`src/rtl/steer_en.sv`:
```
// Rider-detect / steering-enable FSM driven by the two load-cell readings.
// Applies weight hysteresis and a left/right balance check before and after the settle timer.
module steer_en #(
  parameter bit          fast_sim      = 1'b0,
  parameter logic [11:0] MIN_RIDER_WT  = 12'h200,
  parameter logic [11:0] WT_HYSTERESIS = 12'h040
) (
  input  logic        clk,
  input  logic        rst_n,
  input  logic [11:0] lft_ld,
  input  logic [11:0] rght_ld,
  output logic        en_steer,
  output logic        rider_off
);

  typedef enum logic [1:0] {
    IDLE  = 2'd0,
    WAIT  = 2'd1,
    STEER = 2'd2
  } state_t;

  localparam logic [12:0] RIDER_ON_THR  = {1'b0, MIN_RIDER_WT};
  localparam logic [12:0] RIDER_OFF_THR = {1'b0, MIN_RIDER_WT - WT_HYSTERESIS};

  state_t      state_q, state_d;
  logic [25:0] tmr_q, tmr_d;
  logic        clr_tmr;

  logic [12:0] sum;
  logic [12:0] diff;
  logic [12:0] neg_diff;
  logic [12:0] abs_diff;
  logic        sum_gt_min;
  logic        sum_lt_min;
  logic        diff_gt_1_4;
  logic        diff_gt_15_16;
  logic        tmr_full;

  always_comb begin
    sum           = {1'b0, lft_ld} + {1'b0, rght_ld};
    diff          = {1'b0, lft_ld} - {1'b0, rght_ld};
    neg_diff      = 13'd0 - diff;
    abs_diff      = diff[12] ? neg_diff : diff;
    sum_gt_min    = (sum > RIDER_ON_THR);
    sum_lt_min    = (sum < RIDER_OFF_THR);
    // With sum = 0 the magnitude is also 0, so neither strict compare can fire.
    diff_gt_1_4   = (abs_diff > (sum >> 2));
    diff_gt_15_16 = (abs_diff > (sum - (sum >> 4)));
    tmr_full      = fast_sim ? (&tmr_q[14:0]) : (&tmr_q[25:0]);
  end

  always_comb begin
    state_d = state_q;
    clr_tmr = 1'b0;
    case (state_q)
      IDLE: begin
        if (sum_gt_min) begin
          state_d = WAIT;
          clr_tmr = 1'b1;
        end else begin
          state_d = IDLE;
        end
      end
      WAIT: begin
        if (sum_lt_min) begin
          state_d = IDLE;
        end else if (diff_gt_1_4) begin
          state_d = WAIT;
          clr_tmr = 1'b1;
        end else if (tmr_full) begin
          state_d = STEER;
        end else begin
          state_d = WAIT;
        end
      end
      STEER: begin
        if (sum_lt_min) begin
          state_d = IDLE;
        end else if (diff_gt_15_16) begin
          state_d = WAIT;
          clr_tmr = 1'b1;
        end else begin
          state_d = STEER;
        end
      end
      default: begin
        state_d = IDLE;
      end
    endcase
  end

  // Settle timer free-runs and wraps; only its value while in WAIT matters.
  always_comb begin
    if (clr_tmr) begin
      tmr_d = 26'd0;
    end else begin
      tmr_d = tmr_q + 26'd1;
    end
  end

  always_ff @(posedge clk) begin
    if (!rst_n) begin
      state_q <= IDLE;
      tmr_q   <= 26'd0;
    end else begin
      state_q <= state_d;
      tmr_q   <= tmr_d;
    end
  end

  assign en_steer  = (state_q == STEER);
  assign rider_off = (state_q == IDLE);

endmodule

```
`config.mk`:
```
export PLATFORM = sky130hd
export DESIGN_NAME = steer_en
export DESIGN_NICKNAME = d
export VERILOG_FILES = /design/src/rtl/steer_en.sv
export SDC_FILE = /design/constraint.sdc
export NUM_CORES = 1
export LEC_CHECK = 0
export ABC_AREA = 1
export BUFFER_PORTS_ARGS = -buffer_cell sky130_fd_sc_hd__buf_2
export CELL_PAD_IN_SITES_DETAIL_PLACEMENT = 1
export CELL_PAD_IN_SITES_GLOBAL_PLACEMENT = 2
export CORE_UTILIZATION = 32
export CTS_BUF_LIST = sky130_fd_sc_hd__clkbuf_4 sky130_fd_sc_hd__clkbuf_8
export DETAILED_ROUTE_END_ITERATION = 16
export GPL_ROUTABILITY_DRIVEN = 0
export PLACE_DENSITY = 0.84
export RECOVER_POWER = 25
export SKIP_CTS_REPAIR_TIMING = 1
export SYNTH_ARGS = -nofsm -noshare
export SYNTH_HDL_FRONTEND = slang
export SYNTH_SLANG_ARGS = --single-unit
```
`constraint.sdc`:
```
create_clock -name clk -period 5.3 [get_ports clk]
set_clock_uncertainty 0.15 [all_clocks]
set_input_delay 0.53 -clock clk [delete_from_list [all_inputs] [get_ports clk]]
set_output_delay 0.53 -clock clk [all_outputs]
set_load 0.02 [all_outputs]
```
# Word-level counts from Yosys, hierarchy flattened
# Index checks and enable logic that the tools add are counted.
# word_totals
input_bits	26
elab_cells	31
out_inout_bits	2
reg_bits	28
# classes
add_sub_neg	5
n_reduce_logical	3
n_lt_le_gt_ge	4
mux	14
eq_ne	2
n_bitwise	1
# ops
op	n
26-bit by 1-bit adder with 26-bit output, second input constant	1
26-bit AND reduction	1
12-bit by 12-bit adder with 13-bit output	1
13-bit by 10-bit greater-than comparator with 1-bit output, second input constant	1
13-bit by 11-bit greater-than comparator with 1-bit output	1
13-bit greater-than comparator	1
13-bit by 9-bit less-than comparator with 1-bit output, second input constant	1
13-bit two-way mux	1
1-bit by 13-bit subtractor with 13-bit output, first input constant	1
12-bit by 12-bit subtractor with 13-bit output	1
13-bit by 9-bit subtractor with 13-bit output	1
2-bit two-way mux	5
1-bit two-way mux	6
2-bit case mux with 3 select lines	1
1-bit case mux with 3 select lines	1
2-bit by 1-bit equality test with 1-bit output, second input constant	1
2-bit equality test, second input constant	1
2-bit logical NOT	1
2-bit OR reduction	1
1-bit inverter	1

# Logic depth before layout (Yosys ltp)
# Gate-level depths: netlist of run 1.
# depth
ltp_word	8
depth_mapped	38
ltp_nobuf	36

# Worst setup path after synthesis of run 1
# Ideal clock, no wire load.
# synth_timing
path_kind	input-to-reg
from	in rght_ld[5]
to	reg tmr_q[4]
path_slack_ns	0.216
setup_ns	0.117
t_arrival_ns	4.817
cell_stages	36
path_buffers	2
required_time_ns	5.033
path_cell_list	inv_1 > ha_1 > buf_6 > inv_2 > a21oi_2 > o21ai_2 > a31o_2 > xor2_1 > inv_1 > ha_1 > nand2_1 > o21ai_0 > a21oi_1 > nor2_1 > nor2_1 > nor2_1 > nand2_1 > nand2_1 > nand3_1 > o21ai_1 > nor3_1 > xor2_1 > ha_1 > nand2_1 > nor4_1 > o21ai_0 > a22o_1 > nand2_1 > nand3_1 > inv_1 > nand2_1 > nand2_1 > nand2_2 > nand2_4 > buf_8 > nor2_2
# synth_between
elab_chain_len	8
word_cells_on_any_way	16
classes_between	add/sub: 4; order compare: 4; mux: 7; reduce/logical: 1
# synth_lines
item	line_no	rtl
from (decl)	11	input logic [11:0] rght_ld,
12-bit by 12-bit subtractor with 13-bit output	41	diff = {1'b0, lft_ld} - {1'b0, rght_ld};
1-bit by 13-bit subtractor with 13-bit output	42	neg_diff = 13'd0 - diff;
13-bit two-way mux	43	abs_diff = diff[12] ? neg_diff : diff;
13-bit greater-than comparator or 13-bit by 11-bit greater-than comparator with 1-bit output (tied branches)	48, 47	
1-bit two-way mux (on tied branches)	79, 67	
1-bit two-way mux (on tied branches)	77, 65	
1-bit case mux with 3 select lines (*)	55	case (state_q)
2-bit OR reduction (no line) (*)	-	
to (signal assigned)	107	tmr_q <= tmr_d;
to (decl)	26	logic [25:0] tmr_q, tmr_d;
# Mark *: on every way between the ends. The rest lies on a longest branch, timed or not.
# A chain may end at the register's enable or synchronous reset.

# Final worst setup path of run 1
# layout_timing
from	in lft_ld[3]
to	reg tmr_q[4]
# layout_between
elab_chain_len	8
word_cells_on_any_way	16
classes_between	add/sub: 4; order compare: 4; mux: 7; reduce/logical: 1
# layout_lines
item	line_no	rtl
from (decl)	10	input logic [11:0] lft_ld,
12-bit by 12-bit subtractor with 13-bit output	41	
1-bit by 13-bit subtractor with 13-bit output	42	
13-bit two-way mux	43	
13-bit greater-than comparator or 13-bit by 11-bit greater-than comparator with 1-bit output (tied branches)	48, 47	
1-bit two-way mux (on tied branches)	79, 67	
1-bit two-way mux (on tied branches)	77, 65	
1-bit case mux with 3 select lines (*)	55	
2-bit OR reduction (no line) (*)	-	
# Marks and branches as above.

==> metrics.md, run 1 <==
| Metric | Value |
|---|---|
| Switching power | `660.9 uW` |
| Die Wd | `117.9 um` |
| RSZ-0062 raised after global routing | `no` |
| Worst-Skew Late Latency | `0.28 ns` |
| Fmax | `202.7 MHz` |
| Design Area, Final | `4970 sq um` |
| Arrival time worst endpoint | `4.96 ns` |
| Power Internal | `688.9 uW` |
| Synthesized area | `4300 sq um` |
| Post-route insts no fill | `886` |
| Initial Util | `33.40%` |
| Crit share post-route | `93.07%` |
| Pin count of the biggest net entering global routing | `20` |
| Count leader, synth | `nand2_1` |
| Static Leakage | `0.002462 uW` |
| Post-synth top flop | `dfxtp_1` |
| Synth cell types | `45` |
| Largest area contributor in the netlist | `ha_1` |
| Dpl ws | `-0.1590 ns` |
| Critical path class | `in2reg` |
| Clock power frac | `10.0%` |
| Util after Layout | `38.60%` |
| TritonCTS clock tree | `yes` |
| Top cells by count, synth | `nand2_1, inv_1, ha_1` |
| Synth-to-layout area growth | `15.57%` |
| Via density | `4.858` |
| Fin worst setup slack | `0.3673 ns` |
| Worst-case clock buffer depth | `2` |
| Residual DRC count | `0` |
| Area share of the largest cell type after synthesis | `18.04%` |
| Reg power frac | `16.3%` |
| Cells after Synth | `657` |
| Net count after synthesis | `748` |
| Full die area | `13910 sq um` |
| Gr usage total | `18.10%` |
| Fillcell total | `1696` |
| Fin nets | `806` |
| Avg WL per Cell | `14.08 um` |
| Outcome | `finished, final reports clean` |
| Num rows | `41` |
| Hold WC Path Type | `reg2reg` |
| Post-synth EDFFs | `0` |
| Fin crit period | `4.933 ns` |
| Power Density | `271.6 nW/um^2` |
| Multi-input gate area | `3274 sq um` |
| CP endpoint kind | `flop` |
| # placed instances | `880` |
| DP HPWL | `10820 um` |
| Register Area | `560.5 sq um` |
| CTS clk-pin slew, worst paths | `0.10 ns` |
| CP Launch Type | `primary input` |
| Port Buffers | `27` |
| Slew Limit Fails | `0` |
| Maxcap violations | `0` |
| Antenna fix cells | `0` |
| Cell mode on critical path | `nand2_1` |
| Comb power frac | `73.7%` |
| Drt first pass iters | `4` |
| Total number of vias | `4304` |
| Vias in the first global route | `4545` |
| Fraction of layout cells with a size suffix above 1 | `20.03%` |
| Worst-Margin Slew | `0.5239 ns` |
| Register area share after synthesis | `13.03%` |
| CTS Buf Count | `3` |
| H-tree levels | `1` |
| Initial DRC count | `87` |
| Yosys reg bits | `28` |
| Cell Area, Placed | `4811 sq um` |
| Required @ worst endpoint | `5.33 ns` |
| I/O Pins | `28` |
| Largest stage delay on the critical path | `0.37 ns` |
| Routed Wire Length | `12470 um` |
| Max VDD drop | `84.64 uV` |
| Die H | `117.9 um` |
| Top post-synthesis cells by area | `ha_1, dfxtp_1, nand2_1` |
| Area of the core | `12880 sq um` |
| Sw Share | `48.96%` |
| Overall power | `1350 uW` |
| Initial antenna violation count | `0` |
| Share of flip-flops with an asynchronous set or reset | `0%` |
| CP max stage cell | `ha_1` |
| Yosys warnings | `0` |
| Worst Path Max Fanout | `9` |
| Clk root buf | `clkbuf_8` |
| Antenna Nets Post-Route | `0` |
| Overflow after GRT | `0` |
| Final hold violation count | `0` |
| Sink Count | `28` |
| Relative slew margins | `64.75%` |
| Final setup viols | `0` |
| First-pass GRT wire length | `21040 um` |
| Syn Area/Cell | `6.545 sq um` |
==> placed cells by master, fill, tap and decap left out, types with 2 or more instances in the layout <==
master	n
a21oi_1	23
a21oi_2	5
a31oi_1	3
and2_1	2
buf_2	25
buf_4	33
clkbuf_1	2
clkbuf_8	4
dfxtp_1	28
fa_1	2
ha_1	58
ha_4	3
inv_1	101
inv_2	13
nand2_1	147
nand2_2	9
nand3_1	56
nand3_2	2
nand4_1	20
nor2_1	40
nor2_2	28
nor3_1	13
nor3_2	3
nor4_1	3
nor4_2	2
o21ai_0	12
o21ai_1	3
o21ai_2	2
o21bai_1	3
xnor2_1	13
xor2_1	33
xor2_2	3
==> sequential cells by signal (all words and copies together), names as in the netlist <==
signal / cells
tmr_q: 26
state_q: 2
==> routing by layer <==
layer	global-route usage (%)	vias up	share of wire [%]
met5	0	-	0
met3	1.599	12	1.4
li1	-	2217	-
met4	3.045	0	1.5
met1	23.61	2033	49
met2	32.43	42	48
==> final cells by class <==
| cell class | instances | area share, % |
|---|---|---|
| well taps | 172 | 4.330 |
| multi-input cells | 505 | 65.89 |
| inverters | 114 | 8.610 |
| clock buffers | 4 | 1.108 |
| flip-flops and latches | 28 | 11.28 |
| repair buffers | 63 | 8.787 |
==> power groups by stage <==
stage / Clock (uW) / Combinational [uW] / Sequential, uW
after global placement: 0 / 906 / 224
after detailed placement: 0 / 952 / 225
after floorplan: 0 / 643 / 224
after CTS: 141 / 959 / 220
final: 135 / 994 / 220
after global routing: 148 / 1120 / 221
==> cells by family (layout without fill, tap and decap cells) <==
kind of cell               count (synthesis)  in the layout  synth area share (%)
and+or+nand+nor                          334            334                 36.86
AOI/OAI and AO/OA                         57             57                 7.885
adders and majority gates                 65             65                 19.44
buffers and inverters                    124            181                 12.45
xor gates and xnor gates                  49             49                 10.33
DFF                                       28             28                 13.03
==> final timing paths <==
path	endpoint	cells after the start	slack, ns	from
max	tmr_q[4]	35	0.37	lft_ld[3]
min	tmr_q[0]	1	0.33	tmr_q[0]
max reg2reg	state_q[0]	14	2.53	tmr_q[0]
min reg2reg	tmr_q[0]	1	0.33	tmr_q[0]
==> metrics by stage <==
step,setup TNS (ns),hold WS [ns]
floorplan,0,0.2795
global placement,0,0.2929
detailed placement,-3.634,0.3095
CTS,0,0.3339
global route,0,0.3813
finish,0,0.3262
==> worst max-delay path, delay by kind of cell <==
kind / cells / cell delay, ns
xor gates and xnor gates: 1 / 0.14
buffers and inverters: 5 / 0.62
and+or+nand+nor: 22 / 2.13
adders and majority gates: 3 / 0.96
AOI/OAI and AO/OA: 4 / 0.58
Power figures use the tool's default switching activity.
==> inputs of run 2 (changes only) <==
==> constraint.sdc (replaced) <==
create_clock -name clk -period 5.3 [get_ports clk]
set_clock_uncertainty 0.15 [all_clocks]
set_input_delay 0.265 -clock clk [delete_from_list [all_inputs] [get_ports clk]]
set_output_delay 0.265 -clock clk [all_outputs]
set_load 0.02 [all_outputs]
==> run 2 against run 1 <==
Net effect: first-iteration DRC count grew 32%; flip-flop and latch count is the same; critical endpoint is now tmr_q[0]; fmax barely moved.
==> metrics.md, run 2 (synthesis gave the netlist of run 1 again) <==
| Metric | Value |
|---|---|
| Outcome | `finished, final reports clean` |
| Worst-Skew Late Latency | `0.28 ns` |
| CP endpoint kind | `flop` |
| Clk root buf | `clkbuf_8` |
| Residual DRC count | `0` |
| TritonCTS clock tree | `yes` |
| Pin count of the biggest net entering global routing | `27` |
| Power Internal | `662.7 uW` |
| Reg power frac | `17.1%` |
| Cell Area, Placed | `4676 sq um` |
| Num rows | `41` |
| Arrival time worst endpoint | `4.97 ns` |
| Vias in the first global route | `4427` |
| Initial Util | `33.40%` |
| Maxcap violations | `0` |
| H-tree levels | `1` |
| First-pass GRT wire length | `20400 um` |
| Final hold violation count | `0` |
| Switching power | `625.4 uW` |
| Full die area | `13910 sq um` |
| Largest registers | `tmr_q (26), state_q (2)` |
| CTS Buf Count | `3` |
| Worst path bufs/invs | `6` |
| Die Wd | `117.9 um` |
| Largest stage delay on the critical path | `0.42 ns` |
| Static Leakage | `0.002368 uW` |
| Slew Limit Fails | `0` |
| Critical path class | `in2reg` |
| Post-route insts no fill | `866` |
| Initial DRC count | `115` |
| Relative slew margins | `64.60%` |
| Most common cell after layout, fill and taps aside | `nand2_1` |
| Area of the core | `12880 sq um` |
| CP Launch Type | `primary input` |
| Most frequent cells in the layout | `nand2_1, inv_1, ha_1` |
| Antenna fix cells | `0` |
| Fin crit period | `4.937 ns` |
| Final setup viols | `0` |
| Antenna Nets Post-Route | `0` |
| # placed instances | `862` |
| Hold WC Path Type | `in2reg` |
| TNS Setup | `0 ns` |
| Worst-Margin Slew | `0.5261 ns` |
| Reg with most FFs | `tmr_q` |
| Die H | `117.9 um` |
| Synth-to-layout area growth | `11.55%` |
| Initial antenna violation count | `0` |
| Clock power frac | `13.3%` |
| Max VDD drop | `96.95 uV` |
| CTS clk-pin slew, worst paths | `0.10 ns` |
| Drt first pass iters | `4` |
| Fin nets | `786` |
| Worst Path Max Fanout | `26` |
| Via density | `4.820` |
| Comb power frac | `69.6%` |
| Worst-case clock buffer depth | `2` |
| Fraction of layout cells with a size suffix above 1 | `17.00%` |
| Power Density | `268.5 nW/um^2` |
| Gr usage total | `17.43%` |
| Sink Count | `28` |
| Cell mode on critical path | `nand2_1` |
| Max reg flops | `26` |
| DP HPWL | `10210 um` |
| I/O Pins | `28` |
| Avg WL per Cell | `13.33 um` |
| Crit share post-route | `93.16%` |
| Sw Share | `48.55%` |
| Total number of vias | `4174` |
| Fmax | `202.5 MHz` |
| Top delay family on crit path | `simple AND/OR/NAND/NOR gates` |
| CP max stage cell | `fa_1` |
| Required @ worst endpoint | `5.33 ns` |
| Design Area, Final | `4797 sq um` |
| Overflow after GRT | `0` |
| Routed Wire Length | `11540 um` |
| Port Buffers | `27` |
run 2: changes by cell type in the layout (fill, tap and decap cells not counted), moves of 2 or more:
cell | before | now
inv_2 | 13 | 11
buf_4 | 33 | 15
ha_1 | 58 | 60
inv_1 | 101 | 103
run 2: area by class of cell:
class	instances	area, sq um
Clock buffer	3	41.29
Clock inverter	1	30.03
Fill cell	1703	8079
Inverter	114	427.9
Multi-Input combinational cell	505	3257
Sequential cell	28	560.5
Tap cell	172	215.2
Timing Repair Buffer	43	265.3
run 2: stage by stage:
stage | setup WS, ns | power (uW) | util, % | hold slack, ns
5_1_grt | -0.006120 | 1426 | 37.26 | 0.2246
2_1_floorplan | 0.4812 | 866.4 | - | 0.2795
4_1_cts | 0.1257 | 1280 | 36.87 | 0.2161
3_3_place_gp | 0.1502 | 1065 | 36.31 | 0.2913
6_report | 0.3627 | 1288 | 37.26 | 0.2156
3_5_place_dp | -0.1566 | 1102 | 36.31 | 0.3381
run 2: worst paths after layout:
kind / from / end / slack [ns] / cells after the start
worst max-delay path: lft_ld[0] / tmr_q[0] / 0.36 / 34
worst min-delay path: rst_n / state_q[1] / 0.22 / 5
worst max register to register: tmr_q[0] / state_q[0] / 2.49 / 14
worst min register to register: tmr_q[0] / tmr_q[0] / 0.36 / 1
run 2: power by group through the flow:
| stage | Clock [uW] | Combinational [uW] | Sequential, uW |
|---|---|---|---|
| after floorplan | 0 | 643 | 224 |
| after global placement | 0 | 840 | 225 |
| after detailed placement | 0 | 876 | 225 |
| after CTS | 176 | 883 | 220 |
| after global routing | 187 | 1020 | 221 |
| final | 171 | 897 | 220 |
run 2: worst reg2reg max path, stage by stage (launching register included):
cell and delay [ns]:
dfxtp_1 0.40, ha_1 0.21, inv_1 0.05, nor2_1 0.19, nand3_1 0.17, nor2_2 0.18, nand3_1 0.15, nor4_2 0.32
nand3_1 0.20, nor3b_1 0.22, nand4_1 0.19, nand2_1 0.09, o21ai_0 0.08, nand3_1 0.07, nand2_1 0.05
run 2: metal layers:
metal,track usage [%],share of wire (%)
met2,31.18,48
met3,1.308,1.2
met1,23.25,50
met4,2.083,0.52
met5,0,0
